$ cat src/rtl/bram_port_arbiter.sv
// +----------------------------------------------------------------------------+
// | bram_port_arbiter: handshake arbiter sharing frame-buffer BRAM port A       |
// | among N requesters (round-robin / exclusive, locked bursts).                |
// | Optional per-requester accept counters: define ARB_PERF_CNT_EN.             |
// | Revision: 1.0                                                               |
// +----------------------------------------------------------------------------+
`default_nettype none

module bram_port_arbiter #(
   parameter int N          = 3,
   parameter int ADDR_WIDTH = 17,
   parameter int DATA_WIDTH = 12,
   parameter int MAX_BURST  = 16
) (
   input  logic                    clk,
   input  logic                    i_reset_n,
   input  logic                    i_enable,
   input  logic                    i_mode,
   input  logic [$clog2(N)-1:0]    i_sel,
   input  logic [N-1:0]            i_req,
   input  logic [N-1:0]            i_we,
   input  logic [N-1:0]            i_lock,
   input  logic [N*ADDR_WIDTH-1:0] i_addr,
   input  logic [N*DATA_WIDTH-1:0] i_data,
   output logic [N-1:0]            o_gnt,
   output logic [N-1:0]            o_rvalid,
   output logic [DATA_WIDTH-1:0]   o_rdata,
   output logic                    o_bram_en,
   output logic                    o_bram_we,
   output logic [ADDR_WIDTH-1:0]   o_bram_addr,
   output logic [DATA_WIDTH-1:0]   o_bram_din,
   input  logic [DATA_WIDTH-1:0]   i_bram_dout,
   output logic [N*16-1:0]         o_perf_cnt,
   input  logic                    i_perf_clr
);

   localparam int PW = (N > 1) ? $clog2(N) : 1;
   localparam int BW = $clog2(MAX_BURST + 1);

   typedef enum logic [0:0] {
      IDLE   = 1'b0,
      LOCKED = 1'b1
   } state_t;

   state_t              state, state_nxt;
   logic [PW-1:0]       rr_ptr, ptr_nxt;
   logic [PW-1:0]       owner, owner_nxt;
   logic [BW-1:0]       burst_cnt, burst_nxt;
   logic [N-1:0]        gnt;
   logic                found;
   int                  win;
   int                  idx;

   logic                xfer;
   logic                mux_we;
   logic [ADDR_WIDTH-1:0] mux_addr;
   logic [DATA_WIDTH-1:0] mux_din;

   logic                bram_en, bram_we;
   logic [ADDR_WIDTH-1:0] bram_addr;
   logic [DATA_WIDTH-1:0] bram_din;
   logic [N-1:0]        rd_pend;
   logic [N-1:0]        rvalid;

   always_ff @(posedge clk) begin
      if (!i_reset_n) begin
         state     <= IDLE;
         rr_ptr    <= '0;
         owner     <= '0;
         burst_cnt <= '0;
      end else begin
         state     <= state_nxt;
         rr_ptr    <= ptr_nxt;
         owner     <= owner_nxt;
         burst_cnt <= burst_nxt;
      end
   end

   always_comb begin
      gnt       = '0;
      state_nxt = state;
      ptr_nxt   = rr_ptr;
      owner_nxt = owner;
      burst_nxt = burst_cnt;
      found     = 1'b0;
      win       = 0;
      idx       = 0;
      if (i_reset_n && i_enable) begin
         unique case (state)
            IDLE: begin
               if (i_mode) begin
                  // Exclusive: only the selected requester; pointer and lock untouched.
                  for (int k = 0; k < N; k++) begin
                     if (int'(i_sel) == k && i_req[k]) gnt[k] = 1'b1;
                  end
               end else begin
                  for (int i = 0; i < N; i++) begin
                     idx = (int'(rr_ptr) + i) % N;
                     if (!found && i_req[idx]) begin
                        found = 1'b1;
                        win   = idx;
                     end
                  end
                  if (found) begin
                     gnt[win] = 1'b1;
                     ptr_nxt  = PW'((win + 1) % N);
                     if (i_lock[win] && MAX_BURST > 1) begin
                        state_nxt = LOCKED;
                        owner_nxt = PW'(win);
                        burst_nxt = BW'(1);
                     end
                  end
               end
            end
            LOCKED: begin
               // Release cycles never grant; others compete from the next cycle.
               if (i_mode || !i_req[owner]) begin
                  state_nxt = IDLE;
                  burst_nxt = '0;
               end else begin
                  gnt[owner] = 1'b1;
                  burst_nxt  = burst_cnt + BW'(1);
                  if (!i_lock[owner] || int'(burst_cnt) + 1 >= MAX_BURST) begin
                     state_nxt = IDLE;
                     burst_nxt = '0;
                  end
               end
            end
            default: state_nxt = IDLE;
         endcase
      end
   end

   always_comb begin
      mux_we   = 1'b0;
      mux_addr = '0;
      mux_din  = '0;
      for (int k = 0; k < N; k++) begin
         if (gnt[k]) begin
            mux_we   = i_we[k];
            mux_addr = i_addr[k*ADDR_WIDTH +: ADDR_WIDTH];
            mux_din  = i_data[k*DATA_WIDTH +: DATA_WIDTH];
         end
      end
   end

   assign xfer = |gnt;

   always_ff @(posedge clk) begin
      if (!i_reset_n) begin
         bram_en   <= 1'b0;
         bram_we   <= 1'b0;
         bram_addr <= '0;
         bram_din  <= '0;
         rd_pend   <= '0;
         rvalid    <= '0;
      end else begin
         bram_en <= xfer;
         bram_we <= xfer & mux_we;
         if (xfer) begin
            bram_addr <= mux_addr;
            bram_din  <= mux_din;
         end
         // Tag follows the read through the BRAM's one-cycle latency.
         rd_pend <= gnt & ~i_we;
         rvalid  <= rd_pend;
      end
   end

   assign o_gnt       = gnt;
   assign o_rvalid    = rvalid;
   assign o_rdata     = i_bram_dout;
   assign o_bram_en   = bram_en;
   assign o_bram_we   = bram_we;
   assign o_bram_addr = bram_addr;
   assign o_bram_din  = bram_din;

`ifdef ARB_PERF_CNT_EN
   generate
      for (genvar k = 0; k < N; k++) begin : g_perf
         logic [15:0] cnt;
         always_ff @(posedge clk) begin
            if (!i_reset_n || i_perf_clr) begin
               cnt <= '0;
            end else if (gnt[k] && cnt != 16'hFFFF) begin
               cnt <= cnt + 16'd1;
            end
         end
         assign o_perf_cnt[k*16 +: 16] = cnt;
      end
   endgenerate
`else
   logic unused_perf_clr;
   assign unused_perf_clr = i_perf_clr;
   assign o_perf_cnt      = '0;
`endif

endmodule

`default_nettype wire

$ cat config.mk
export PLATFORM = sky130hd
export DESIGN_NAME = bram_port_arbiter
export DESIGN_NICKNAME = d
export VERILOG_FILES = /design/src/rtl/bram_port_arbiter.sv
export SDC_FILE = /design/constraint.sdc
export NUM_CORES = 1
export LEC_CHECK = 0
export ABC_AREA = 1
export ABC_CLOCK_PERIOD_IN_PS = 7550
export BUFFER_PORTS_ARGS = -buffer_cell sky130_fd_sc_hd__buf_2
export CAP_MARGIN = 20
export CELL_PAD_IN_SITES_DETAIL_PLACEMENT = 1
export CELL_PAD_IN_SITES_GLOBAL_PLACEMENT = 2
export CORE_UTILIZATION = 22
export CTS_CLUSTER_DIAMETER = 150
export DETAILED_ROUTE_END_ITERATION = 8
export PLACE_DENSITY_LB_ADDON = 0.1
export SYNTH_ARGS = -nofsm -noshare
export SYNTH_HDL_FRONTEND = slang
export SYNTH_SLANG_ARGS = --single-unit
$ cat constraint.sdc
create_clock -name clk -period 7.55 [get_ports clk]
set_input_delay 2.265 -clock clk [delete_from_list [all_inputs] [get_ports clk]]
set_output_delay 2.265 -clock clk [all_outputs]
set_load 0.03 [all_outputs]
==> results_dict.tcl, run 1 <==
set metrics [dict create \
    status "completed" \
    synth_most_common_cell "nand2_1" \
    hp-start "rd_pend[2]$_SDFF_PN0_" \
    synth-main-ff-cell "dfxtp_1" \
    slowest_stage "o21ai_0" \
    clock-sinks 47 \
    drc 0 \
    ir_drop_mv 0.315 \
    grt_antenna_before_repair 1 \
    switching_share 0.507 \
    synth_compound_area_frac 0.110 \
    ant_nets 0 \
    drv_cap 0 \
    synth_top_area_frac 0.236 \
    grt_max_degree 59 \
    yosysUniqueCellTypes 40 \
    timing.rr.start "rr_ptr[1]$_SDFFE_PN0P_" \
    seqPwrFrac 0.196 \
    place_ws_ns 0.260 \
    dr.pass1.iters 4 \
    final_nets 870 \
    synth-seq-area-share 0.236 \
    dpl.hpwl_um 11100 \
    grt_overflow 0 \
    p_int_uw 824 \
    timing.critical_path.mode_cell "nand2_1" \
    comb_power_share 0.627 \
    r2r_setup_slack_ns 1.61 \
    syn2layout_area_growth_pct 22.3 \
    cp-start-kind "primary input" \
    synth.largest_area_cell "dfxtp_1" \
    cts_resized 0 \
    postCtsSetupBuffers 0 \
    grt_pass1_vias 4351 \
    coreArea_um2 17500 \
    final_cell_count_no_fill 962 \
    synth-xor-area-share 0.0151 \
    portBuffers 138 \
    synth-adder-area-share 0.0596 \
    die_w_um 137 \
    p_leak_nw 2.63 \
    clk_pin_slew_ns 0.07 \
    crit_path_end_kind "flip-flop" \
    hold_violations 0 \
    ys_top_cells_by_area "dfxtp_1 24%, nand3_1 14%, nand2_1 13%" \
    final-max-slew-violation-count 0 \
    path_class "in -> reg" \
    post-route-worst-setup-slack_ns 0.650 \
    synth_top_family_by_area "simple AND/OR/NAND/NOR gates" \
    cts_root_buffer "clkbuf_16" \
    cp-startpoint "i_req[2]" \
    track_usage 0.149 \
    r2r_cells 42 \
    syn_inst 616 \
    clk_path_buf_depth 2 \
    finalCriticalPeriod_ns 6.90 \
    netlist_area_um2 3990 \
    htreeDepth 2 \
    cts_tree "built" \
    yosys.area_share.simple 0.383 \
    async_flop_share 0 \
    final_core_util 0.279 \
    critical_path.top_delay_family "simple AND/OR/NAND/NOR gates" \
    power_density_nw_per_um2 343 \
    vias 4268 \
    synth_warnings 0 \
    rows 48 \
    synth_edf_count 0 \
    max_freq_ghz 0.145 \
    die_area_um2 18700 \
    fin_crit_sh 0.914 \
    slew_headroom 0.637 \
    min_to "o_rvalid[2]$_SDFF_PN0_" \
    postCtsHoldBufs 0 \
    pin_count 212 \
    syn_area_per_cell_um2 6.47 \
    start_util 0.228 \
    cp.arrival_ns 7.09 \
    holdPathStages 2 \
    crit_path_max_fanout 7 \
    hold_class "reg -> reg" \
    synth_mux_area_frac 0.00251 \
    max_stage_delay_ns 0.33 \
    clk_latency_ns 0.30 \
    p_sw_uw 848 \
    die_y_um 137 \
    n_antenna_cell 0 \
    yosys-top-cells-count "139 x nand2_1, 115 x nand3_1, 60 x buf_4" \
    wl_per_cell_um 14.3 \
    place.gp.congestion 0.773 \
    via_per_inst 4.44 \
    numCtsBuffers 5 \
    tightest_slew_ns 0.544 \
    grt_pass1_wl_um 21700 \
    post-place-cells 954 \
    finalSetupViolCount 0 \
    grt_setup_unrepaired "no" \
    drt-initial-drc-count 106 \
    post_route_cells_drive_above_1_share 0.273 \
    skew_ns 0.00840 \
    routed_wl_um 13700 \
    worstPathRequired_ns 7.74 \
    r2r_end "rr_ptr[0]$_SDFFE_PN0P_" \
    tns_ns 0 \
    clockPowerShare 0.177 \
    synth-seq-cells 47 \
    crit_buf_inv 11 \
]
==> power groups by stage <==
stage	Combinational [mW]	Clock [mW]	Sequential, mW
2_1_floorplan	0.733	0	0.417
3_3_place_gp	1.04	0	0.331
3_5_place_dp	1.06	0	0.333
4_1_cts	1.06	0.310	0.328
5_1_grt	1.19	0.317	0.336
6_report	1.05	0.296	0.328
==> cell usage in the layout, fill, tap and decap left out, types with 7 or more instances in the layout <==
master	count
a21oi_1	12
nand3_2	7
inv_2	8
nand2_1	138
nor2_2	9
buf_4	10
nand2_2	11
o21ai_0	39
conb_1	48
ha_1	19
nor2_1	25
buf_2	138
inv_1	55
nand4_1	8
dfxtp_1	47
nand3_1	115
==> cells by family after synthesis <==
group	Yosys count
adder cells (fa/ha/maj)	19
AO/OA/AOI/OAI	74
multiplexers	1
buffers and inverters	145
XOR/XNOR	6
flip-flops	47
AND/OR/NAND/NOR	323
other	1
==> stage by stage <==
stage	power [mW]	hold slack, ns	cell area, um^2
3_5_place_dp	1.39	0.401	4690
5_1_grt	1.84	0.433	4880
4_1_cts	1.70	0.418	4880
3_3_place_gp	1.37	0.403	4690
2_1_floorplan	1.15	0.390	4160
6_report	1.67	0.413	4880
==> worst reg2reg max path, delay by kind of cell, from the launching register on <==
kind | cells | cell delay, ns
AO/OA/AOI/OAI | 2 | 0.49
XOR/XNOR | 1 | 0.20
adder cells (fa/ha/maj) | 5 | 1.31
buffers and inverters | 12 | 1.10
flip-flops | 1 | 0.51
AND/OR/NAND/NOR | 22 | 2.17
==> registers in the layout, summed over array words and instances, names as in the netlist <==
name	flops
state	1
o_bram_addr	17
o_bram_din	12
rr_ptr	2
burst_cnt	5
o_bram_en	1
owner	2
o_rvalid	3
o_bram_we	1
rd_pend	3
==> cell type report <==
type                            instances  area (um^2)
Multi-Input combinational cell        471         2460
Timing Repair Buffer                  148          766
Fill cell                            2261        12600
Sequential cell                        47          941
Clock buffer                            5          125
Inverter                               63          236
Clock inverter                          3         67.6
Tap cell                              225          282
==> per-layer routing <==
layer	part of all wire	vias up	wire length, um	global-route usage
met5	0	-	0	0
met4	0.011	0	153	0.0395
li1	-	2157	-	-
met2	0.49	109	6730	0.263
met1	0.43	1989	5920	0.175
met3	0.066	13	902	0.0430
==> how the worst max path moves through the flow <==
stage | end | slack [ns] | cells past startpoint
3_3_place_gp | rr_ptr[0]$_SDFFE_PN0P_ | 0.40 | 41
3_5_place_dp | rr_ptr[0]$_SDFFE_PN0P_ | 0.26 | 40
2_1_floorplan | rr_ptr[1]$_SDFFE_PN0P_ | 1.08 | 41
5_1_grt | rr_ptr[0]$_SDFFE_PN0P_ | 0.01 | 40
4_1_cts | rr_ptr[0]$_SDFFE_PN0P_ | 0.57 | 40
6_report | rr_ptr[0]$_SDFFE_PN0P_ | 0.65 | 40
No activity file was read; power rests on OpenSTA's default activity.
==> run 2: changes to the inputs <==
- ABC_CLOCK_PERIOD_IN_PS: 7550 -> 6700
- CORE_ASPECT_RATIO: default -> 1.25
- CTS_CLUSTER_DIAMETER: 150 -> default
- clock period: 7.55 -> 6.7 ns (I/O delays scaled with it)
==> results_dict.tcl, run 2 (synthesis results as in run 1) <==
set metrics [dict create \
    hold_class "reg -> reg" \
    pin_count 212 \
    cp-start-kind "primary input" \
    place_ws_ns -0.160 \
    power_mw 2.03 \
    wl_met1_um 5150 \
    clk_path_buf_depth 2 \
    n_antenna_cell 0 \
    track_usage 0.154 \
    coreArea_um2 17600 \
    path_class "in -> reg" \
    met3_length_um 1030 \
    cp.arrival_ns 6.41 \
    via_per_inst 4.37 \
    final-max-slew-violation-count 0 \
    final_cell_mix "139 x nand2_1, 138 x buf_2, 115 x nand3_1" \
    routed_wl_um 14000 \
    tightest_slew_ns 0.538 \
    htreeDepth 2 \
    routed.top_layer "met4" \
    post_route_cells_drive_above_1_share 0.305 \
    power_density_nw_per_um2 397 \
    syn2layout_area_growth_pct 28.5 \
    place.gp.congestion 0.827 \
    fillerInstances 2323 \
    final_core_util 0.292 \
    crit_path_end_kind "flip-flop" \
    critical_path.top_delay_family "simple AND/OR/NAND/NOR gates" \
    comb_power_share 0.677 \
    clockPowerShare 0.141 \
    numCtsBuffers 5 \
    start_util 0.227 \
    drv_cap 0 \
    final_common_cell "nand2_1" \
    skew_ns 0.00508 \
    max_stage_delay_ns 0.20 \
    die_area_um2 18700 \
    slowest_stage "ha_1" \
    clk_pin_slew_ns 0.07 \
    grt_setup_unrepaired "no" \
    cts_root_buffer "clkbuf_16" \
    ant_nets 0 \
    dr.pass1.iters 4 \
    grt_overflow 0 \
    grt_antenna_before_repair 0 \
    finalCriticalPeriod_ns 6.23 \
    p_leak_nw 2.76 \
    post-route-worst-setup-slack_ns 0.475 \
    postCtsHoldBufs 0 \
    grt_pass1_vias 4555 \
    final_nets 900 \
    slew_headroom 0.642 \
    hold_violations 0 \
    multi_input_area_um2 2510 \
    switching_share 0.497 \
    die_w_um 122 \
    clock-sinks 47 \
    p_int_mw 1.02 \
    largest_reg_flops 17 \
    grt_max_degree 59 \
    p_sw_mw 1.01 \
    seqPwrFrac 0.182 \
    drc 0 \
    fin_crit_sh 0.929 \
    register_area_um2 941 \
    finalSetupViolCount 0 \
    grt_pass1_wl_um 22800 \
    met2_length_um 7600 \
    portBuffers 138 \
    vias 4331 \
    die_y_um 153 \
    crit_path_max_fanout 5 \
    cts_tree "built" \
    max_freq_ghz 0.161 \
    worstPathRequired_ns 6.89 \
    drt-initial-drc-count 71 \
    crit_buf_inv 12 \
    dpl.hpwl_um 11400 \
    rows 54 \
    wl_per_cell_um 14.1 \
    clk_latency_ns 0.29 \
    ir_drop_mv 0.203 \
    status "completed" \
    r2r_setup_slack_ns 1.16 \
    timing.critical_path.mode_cell "nand2_1" \
]
[run 2: timing repair]
item,CTS,global route
resized for setup,0,12
buffers inserted,0,2
endpoints found under the setup margin,0,2
endpoints found under the hold margin,0,0
[run 2: final timing paths]
| check | end | depth (start not counted) | start |
|---|---|---|---|
| worst min-delay path | o_rvalid[2]$_SDFF_PN0_ | 2 | rd_pend[2]$_SDFF_PN0_ |
| worst max-delay path | rr_ptr[1]$_SDFFE_PN0P_ | 43 | i_req[0] |
| worst min register to register | o_rvalid[2]$_SDFF_PN0_ | 2 | rd_pend[2]$_SDFF_PN0_ |
| worst max register to register | rr_ptr[1]$_SDFFE_PN0P_ | 44 | rr_ptr[1]$_SDFFE_PN0P_ |
[run 2: final cells by class]
| class | instances | share of cell area |
|---|---|---|
| clock buffers | 5 | 0.0244 |
| clock inverters | 2 | 0.00733 |
| inverters | 63 | 0.0462 |
| multi-input cells | 471 | 0.490 |
| flip-flops and latches | 47 | 0.184 |
| well taps | 224 | 0.0547 |
| repair buffers | 178 | 0.193 |
[run 2: worst min-delay path, delay by kind of cell, from the launching register on]
kind | cells | cell delay [ns]
buf+inv | 1 | 0.04
simple gates | 1 | 0.05
flops | 1 | 0.31
[run 2: routing by layer]
layer | vias up | GRT usage
li1 | 2212 | -
met3 | 15 | 0.0472
met4 | 0 | 0.0441
met1 | 1992 | 0.154
met5 | - | 0
met2 | 112 | 0.296
[run 2: stage by stage]
step	hold WS [ns]	cell area (um^2)	std cells	TNS, ns
after floorplan	0.390	4160	663	0
after global placement	0.410	4890	981	-0.0361
after detailed placement	0.408	4890	981	-0.294
after CTS	0.427	5050	988	0
after global routing	0.458	5120	990	0
final	0.422	5120	990	0
[run 2: power by group through the flow]
| stage | clock, mW | sequential [mW] | combinational, mW |
|---|---|---|---|
| final | 0.286 | 0.370 | 1.38 |
| after global routing | 0.309 | 0.379 | 1.56 |
| after CTS | 0.299 | 0.371 | 1.34 |
| after detailed placement | 0 | 0.377 | 1.33 |
| after global placement | 0 | 0.374 | 1.30 |
| after floorplan | 0 | 0.470 | 0.826 |
==> run 3: changes to the inputs <==
- CORE_ASPECT_RATIO: 1.25 -> 0.9
- TNS_END_PERCENT: default -> 5
==> results_dict.tcl, run 3 (synthesis results as in run 1) <==
set metrics [dict create \
    slew_headroom 0.628 \
    post_route_cells_drive_above_1_share 0.299 \
    grt_overflow 0 \
    start_util 0.226 \
    drt-initial-drc-count 98 \
    track_usage 0.146 \
    grt_antenna_before_repair 0 \
    holdPathStages 2 \
    pin_count 212 \
    ir_drop_mv 0.194 \
    drv_cap 0 \
    numCtsBuffers 5 \
    rows 46 \
    final_cell_mix "138 x nand2_1, 138 x buf_2, 114 x nand3_1" \
    path_class "in -> reg" \
    max_stage_delay_ns 0.21 \
    clk_latency_ns 0.29 \
    die_area_um2 18700 \
    met3_usage 0.0253 \
    dr.pass1.iters 4 \
    crit_path_end_kind "flip-flop" \
    final_nets 889 \
    grt_pass1_vias 4258 \
    via_per_inst 4.33 \
    coreArea_um2 17700 \
    timing.critical_path.mode_cell "nand2_1" \
    place.gp.congestion 0.762 \
    cts_root_buffer "clkbuf_16" \
    largest_reg_flops 17 \
    hold_class "reg -> reg" \
    cts_tree "built" \
    p_leak_nw 2.71 \
    final_core_util 0.286 \
    wl_per_cell_um 14.0 \
    final-max-slew-violation-count 0 \
    grt_pass1_wl_um 21600 \
    fillerInstances 2321 \
    max_freq_ghz 0.162 \
    r2r_cells 43 \
    gr-usage-met2 0.259 \
    clock-sinks 47 \
    postCtsHoldBufs 0 \
    slowest_stage "ha_1" \
    cp-start-kind "primary input" \
    finalSetupViolCount 0 \
    vias 4304 \
    portBuffers 138 \
    worstPathRequired_ns 6.89 \
    htreeDepth 2 \
    die_w_um 144 \
    n_antenna_cell 0 \
    clk_path_buf_depth 2 \
    ant_nets 0 \
    dpl.hpwl_um 11000 \
    fin_crit_sh 0.921 \
    skew_ns 0.00532 \
    routed_wl_um 13900 \
    power_density_nw_per_um2 407 \
    top_usage_layer "met2" \
    whs_ns 0.415 \
    use_met1 0.187 \
    cp.arrival_ns 6.35 \
    tightest_slew_ns 0.559 \
    grt_max_degree 59 \
    status "completed" \
    crit_path_max_fanout 7 \
    syn2layout_area_growth_pct 26.8 \
    drc 0 \
    hold_violations 0 \
    clk_pin_slew_ns 0.07 \
    die_y_um 130 \
    finalCriticalPeriod_ns 6.17 \
]
==> run 3: worst paths after layout <==
check,to,from,slack [ns]
setup / recovery,rr_ptr[1]$_SDFFE_PN0P_,i_req[2],0.53
hold / removal,o_rvalid[1]$_SDFF_PN0_,rd_pend[1]$_SDFF_PN0_,0.42
setup reg to reg,rr_ptr[1]$_SDFFE_PN0P_,rr_ptr[1]$_SDFFE_PN0P_,1.20
hold reg to reg,o_rvalid[1]$_SDFF_PN0_,rd_pend[1]$_SDFF_PN0_,0.42
==> run 3: where the power goes <==
| group | internal (mW) | switching [mW] |
|---|---|---|
| Clock | 0.174 | 0.107 |
| Sequential | 0.337 | 0.0323 |
| Combinational | 0.514 | 0.891 |
==> run 3: stage by stage <==
stage / setup slack, ns / TNS (ns) / power [mW] / cell area, um^2 / cells
after CTS: 0.322 / 0 / 1.99 / 4990 / 993
after global routing: -0.0244 / -0.0244 / 2.27 / 5060 / 995
after global placement: 0.166 / 0 / 1.65 / 4830 / 986
after floorplan: 0.481 / 0 / 1.30 / 4160 / 663
final: 0.532 / 0 / 2.06 / 5060 / 995
after detailed placement: 0.0430 / 0 / 1.70 / 4830 / 986
==> run 3: routing by layer <==
metal  vias up  wire length (um)  share of wire
li1       2200                 -              -
met2       114              6810           0.49
met3         8               659          0.047
met5         -                 0              0
met1      1982              6390           0.46
met4         0                60         0.0043
==> run 3: what timing repair did <==
item | in CTS | in global routing
endpoints found under the hold margin | 0 | 0
buffers inserted | 0 | 2
endpoints found under the setup margin | 0 | 2
resized for setup | 0 | 13
==> run 3: cell type report <==
type	instances	area, um^2	area share
Clock buffer	5	125	0.0247
Multi-Input combinational cell	471	2500	0.494
Tap cell	240	300	0.0594
Timing Repair Buffer	167	916	0.181
Sequential cell	47	941	0.186
Inverter	63	236	0.0468
Clock inverter	2	37.5	0.00742
==> run 3: worst max-delay path: cells and delay by family <==
kind                     cells  cell delay [ns]
buffers and inverters       11             0.90
AND/OR/NAND/NOR             25             2.34
adder cells (fa/ha/maj)      4             0.81
AO/OA/AOI/OAI                1             0.13
XOR/XNOR                     1             0.17
